$ cat src/rtl/muldiv_unit.sv
// Iterative multiply/divide unit with HI/LO result registers: one bit per cycle,
// start/done handshake, synchronous kill and asynchronous reset.
module muldiv_unit #(
  parameter int WIDTH = 32
) (
  input  logic             clk,
  input  logic             rst,
  input  logic             start,
  input  logic [1:0]       op,
  input  logic [WIDTH-1:0] dataA,
  input  logic [WIDTH-1:0] dataB,
  input  logic             kill,
  output logic             busy,
  output logic             done,
  output logic             div0,
  output logic [WIDTH-1:0] hi_out,
  output logic [WIDTH-1:0] lo_out
);
  localparam int CW = $clog2(WIDTH + 1);

  typedef enum logic [1:0] {IDLE, CALC, FIX} state_t;

  state_t             state, state_nxt;
  logic [1:0]         op_q;
  logic [WIDTH-1:0]   mag_a, mag_b, orig_a;
  logic               neg_q, neg_r, b_zero;
  logic [CW-1:0]      cnt;
  logic [2*WIDTH-1:0] acc;   // mult: {partial product, multiplier}; div: low half is dividend/quotient
  logic [WIDTH:0]     rem;

  logic               is_signed, accept;
  logic [WIDTH-1:0]   abs_a, abs_b;
  logic [WIDTH:0]     mul_sum, div_shift, div_diff;
  logic [2*WIDTH-1:0] acc_step, prod_fix;
  logic [WIDTH:0]     rem_step;
  logic [WIDTH-1:0]   quo_fix, rem_fix;

  assign is_signed = op[0];
  assign accept    = (state == IDLE) && start && !kill;
  assign abs_a     = (is_signed && dataA[WIDTH-1]) ? -dataA : dataA;
  assign abs_b     = (is_signed && dataB[WIDTH-1]) ? -dataB : dataB;
  assign busy      = (state != IDLE);

  // Next-state logic; kill overrides every transition.
  always_comb begin
    state_nxt = state;
    case (state)
      IDLE:    if (start) state_nxt = CALC;
      CALC:    if (cnt == CW'(1)) state_nxt = FIX;
      FIX:     state_nxt = IDLE;
      default: state_nxt = IDLE;
    endcase
    if (kill) state_nxt = IDLE;
  end

  always_ff @(posedge clk or posedge rst) begin
    if (rst) state <= IDLE;
    else     state <= state_nxt;
  end

  // One iteration of shift-add or restoring division.
  always_comb begin
    mul_sum   = {1'b0, acc[2*WIDTH-1:WIDTH]} + (acc[0] ? {1'b0, mag_a} : '0);
    div_shift = {rem[WIDTH-1:0], acc[WIDTH-1]};
    div_diff  = div_shift - {1'b0, mag_b};
    acc_step  = acc;
    rem_step  = rem;
    if (op_q[1]) begin
      // Bit WIDTH of the difference is set exactly when the trial subtract goes negative.
      rem_step = div_diff[WIDTH] ? div_shift : div_diff;
      acc_step = {acc[2*WIDTH-1:WIDTH], acc[WIDTH-2:0], ~div_diff[WIDTH]};
    end else begin
      acc_step = {mul_sum, acc[WIDTH-1:1]};
    end
  end

  always_comb begin
    prod_fix = neg_q ? -acc : acc;
    quo_fix  = neg_q ? -acc[WIDTH-1:0] : acc[WIDTH-1:0];
    rem_fix  = neg_r ? -rem[WIDTH-1:0] : rem[WIDTH-1:0];
  end

  always_ff @(posedge clk or posedge rst) begin
    if (rst) begin
      op_q   <= '0;
      mag_a  <= '0;
      mag_b  <= '0;
      orig_a <= '0;
      neg_q  <= 1'b0;
      neg_r  <= 1'b0;
      b_zero <= 1'b0;
      cnt    <= '0;
      acc    <= '0;
      rem    <= '0;
    end else if (accept) begin
      op_q   <= op;
      mag_a  <= abs_a;
      mag_b  <= abs_b;
      orig_a <= dataA;
      neg_q  <= is_signed && (dataA[WIDTH-1] ^ dataB[WIDTH-1]);
      neg_r  <= is_signed && dataA[WIDTH-1];
      b_zero <= (dataB == '0);
      cnt    <= CW'(WIDTH);
      acc    <= op[1] ? {{WIDTH{1'b0}}, abs_a} : {{WIDTH{1'b0}}, abs_b};
      rem    <= '0;
    end else if (state == CALC) begin
      acc <= acc_step;
      rem <= rem_step;
      cnt <= cnt - CW'(1);
    end
  end

  // Result registers only move at FIX, and never on a killed cycle.
  always_ff @(posedge clk or posedge rst) begin
    if (rst) begin
      done   <= 1'b0;
      div0   <= 1'b0;
      hi_out <= '0;
      lo_out <= '0;
    end else begin
      done <= 1'b0;
      if (state == FIX && !kill) begin
        done <= 1'b1;
        if (!op_q[1]) begin
          hi_out <= prod_fix[2*WIDTH-1:WIDTH];
          lo_out <= prod_fix[WIDTH-1:0];
        end else if (b_zero) begin
          hi_out <= orig_a;
          lo_out <= '1;
          div0   <= 1'b1;
        end else begin
          hi_out <= rem_fix;
          lo_out <= quo_fix;
          div0   <= 1'b0;
        end
      end
    end
  end

endmodule

$ cat config.mk
export PLATFORM = sky130hd
export DESIGN_NAME = muldiv_unit
export DESIGN_NICKNAME = d
export VERILOG_FILES = /design/src/rtl/muldiv_unit.sv
export SDC_FILE = /design/constraint.sdc
export NUM_CORES = 1
export LEC_CHECK = 0
export CAP_MARGIN = 40
export CORE_ASPECT_RATIO = 0.75
export CORE_MARGIN = 3
export CORE_UTILIZATION = 54
export CTS_CLUSTER_SIZE = 20
export DETAILED_ROUTE_END_ITERATION = 8
export PLACE_DENSITY = 0.84
export SYNTH_ARGS = -nofsm -noshare
export SYNTH_HDL_FRONTEND = slang
export SYNTH_SLANG_ARGS = --single-unit
$ cat constraint.sdc
create_clock -name clk -period 8.7 [get_ports clk]
set_input_delay 1.74 -clock clk [delete_from_list [all_inputs] [get_ports clk]]
set_output_delay 1.74 -clock clk [all_outputs]
set_load 0.02 [all_outputs]
==> summary.txt <==
Min path
  – Hold endpoint: orig_a[27]
  – HP Class: reg -> reg
  – Hold Crit Depth: 2
  – Hold wc startpoint: orig_a[27]

Placed design
  – Buffers on Ports: 136
  – Placer congestion estimate: 1.00
  – Final HPWL DP: 44,200 um
  – Placed Area: 19,900 um2

Clock tree
  – TritonCTS Buffers: 28
  – Post-CTS Resized: 0
  – Hold-fix buffers, CTS: 0
  – Clock Latency Late Sink: 0.58 ns
  – CTS tree: yes
  – Clk pin slew, worst setup/hold paths: 0.07 ns
  – Clk root buf: clkbuf_16
  – Clk buf depth: 3
  – Htree depth: 1
  – Setup Buffers After CTS: 0
  – Sink Count: 269

Die
  – Die height: 165 um
  – Die ar.: 36,100 um2
  – Rows: 57
  – Starting Density: 55.5%
  – Core ar.: 32,900 um2
  – I/O pins: 137
  – Die width: 218 um

Timing
  – Final Hold Fails: 0
  – Setup TNS: 0 ns
  – Final period utilization: 58.3%
  – Worst Hold Slack: 0.479 ns
  – Worst clock skew: 0.0170 ns
  – RSZ-0062 raised after global routing: false
  – Rel. slew slack: 38.0%
  – Endpoints failing setup: 0
  – Fmax: 197 MHz
  – Slew @ Worst Pin: 0.924 ns
  – Tmin final: 5.07 ns
  – Final Max Slew Viols: 0

Detailed routing
  – Initial drt markers: 2,204
  – Aggregate routed wire length: 59,800 um
  – Avg WL per Cell: 22.0 um
  – Post-route antenna net violation count: 0
  – Remaining DRCs: 0
  – Vias: 17,131
  – Vias per cell: 6.29
  – 1st-pass router iterations: 6

Synth
  – Most frequent cells after synthesis: nand2_1 (389), dfrtp_1 (269), o21ai_0 (257)
  – Synth Instances: 2,195
  – Syn Area/Cell: 8.32 um2
  – Post-synth top area share: 36.9%
  – Register area share after synthesis: 36.9%
  – Async set or reset register ratio after synthesis: 100%
  – Post-synth EDFFs: 0
  – Most common cell in the netlist: nand2_1
  – Most used DFF post-synth: dfrtp_1
  – Synth Cell Area: 18,300 um2
  – Syn Nets: 2,337
  – Yosys warns: 0
  – Synth top area cells: dfrtp_1 (37%), nand2_1 (8.0%), o21ai_0 (7.0%), xor2_1 (5.3%), ha_1 (4.8%)
  – Flops & latches, synth: 269
  – Yosys cell types: 73
  – Area leader, netlist: dfrtp_1

Critical path
  – Max incr delay on CP: 0.56 ns
  – Kind of critical path: reg -> reg
  – Setup crit end kind: flop
  – R2r startpoint: acc[31]
  – CP arrival: 5.55 ns
  – Worst R2R Path Depth: 14
  – Cell Chain, Critical Path: inv_1, ha_1, fa_1, nand2b_1, a21boi_0, o211ai_1, a31oi_1, a22oi_1, o21ai_0, mux2i_1, nor2_4, buf_4, nand2_1, o211ai_1
  – Most numerous cell on the critical path: o211ai_1
  – Worst-path fanout max: 32
  – Reg2Reg Setup Slack: 3.63 ns
  – Data required time of the worst path: 9.17 ns
  – Slowest stage cell, crit path: o21ai_0
  – Worst setup SP type: flop
  – Crit Reg-Reg Endpoint: rem[30]

Layout
  – N_diodes: 0
  – Layout area overhead: 14.9%
  – Layout Nets: 2,402
  – Fin area: 21,000 um2
  – Layout cells sized above 1: 5.26%

Global route
  – Gr usage total: 32.8%
  – Initial antenna violation count: 3
  – Vias in the first global route: 15,970
  – Largest net degree at the start of global routing: 120
  – First-pass GRT wire length: 92,200 um
  – Grt total ovfl: 0

Pwr
  – Leak: 9.06 nW
  – P per Cell Area: 330 nW/um2
  – Worst IR Drop VDD: 0.288 mV

Status
  – Run status: finished clean

Flow run
  – Max cap viols: 0
-- worst max-delay path, delay by kind of cell (launching register included) --
kind	cells	cell delay, ns
multiplexers	1	0.25
AND/OR/NAND/NOR	3	0.76
flip-flops	1	0.45
buffers and inverters	2	0.66
adder cells (fa/ha/maj)	2	0.65
AO/OA/AOI/OAI	6	2.16
-- worst max-delay path by stage --
stage	from	end	slack, ns	depth (start not counted)
floorplan	rst	acc[0]	3.41	1
global placement	dataA[2]	acc[29]	3.64	11
detailed placement	dataA[2]	acc[29]	3.57	11
CTS	acc[31]	rem[30]	3.95	14
global route	acc[31]	rem[17]	3.64	14
finish	acc[31]	rem[30]	3.63	14
-- through the flow --
step	total power [mW]	cells	util [%]	worst slack, ns
global route	7.30	2722	63.8	3.64
detailed placement	5.45	2671	60.6	3.57
finish	6.92	2722	63.8	3.63
global placement	5.31	2668	60.4	3.64
CTS	6.81	2721	63.7	3.95
floorplan	4.32	2195	-	3.41
-- sequential cells by signal, summed over array words and instances, names as in the netlist, 2 cells and up --
| signal | flops |
|---|---|
| cnt | 6 |
| mag_a | 32 |
| lo_out | 32 |
| mag_b | 32 |
| hi_out | 32 |
| orig_a | 31 |
| rem | 32 |
| acc | 64 |
| state | 2 |
-- cell type report --
class	instances	area [um2]
timing repair buffer	162	1630
inverter	65	248
multi-input combinational	1734	10800
sequential	269	6740
tap	442	553
clock inverter	11	183
clock buffer	39	833
fill	2672	11900
-- report_power, final --
group          internal (mW)  total (mW)  switching (mW)
combinational           1.37        3.45            2.08
clock                  0.812        1.35           0.539
sequential              1.60        2.12           0.519
-- per-layer routing --
| layer | global-route usage, % | wire [um] | up-vias |
|---|---|---|---|
| met5 | 0 | 11 | - |
| met1 | 46.5 | 25200 | 8176 |
| met4 | 11.2 | 2300 | 4 |
| li1 | - | - | 7787 |
| met3 | 9.46 | 7300 | 155 |
| met2 | 48.2 | 25000 | 1009 |
-- cells by family after synthesis --
logic type / count (synthesis) / synth area share (%)
buf+inv: 192 / 4.17
mux: 86 / 4.80
fa+ha+maj: 72 / 5.02
flops: 269 / 36.9
compound gates: 615 / 20.3
xor+xnor: 210 / 10.1
simple gates: 751 / 18.8
-- cell usage in the layout (no fill, tap or decap), drive strengths merged, types with 29 or more instances in the layout --
cell	count
nand2	389
dfrtp	269
o21ai	261
a21oi	141
clkdlybuf4s50	135
nor2	135
xor2	110
xnor2	100
mux2i	74
ha	70
inv	64
o31ai	44
and2	41
clkbuf	39
o211ai	36
nand3	31
nor3	29
No activity file was read; power rests on OpenSTA's default activity.
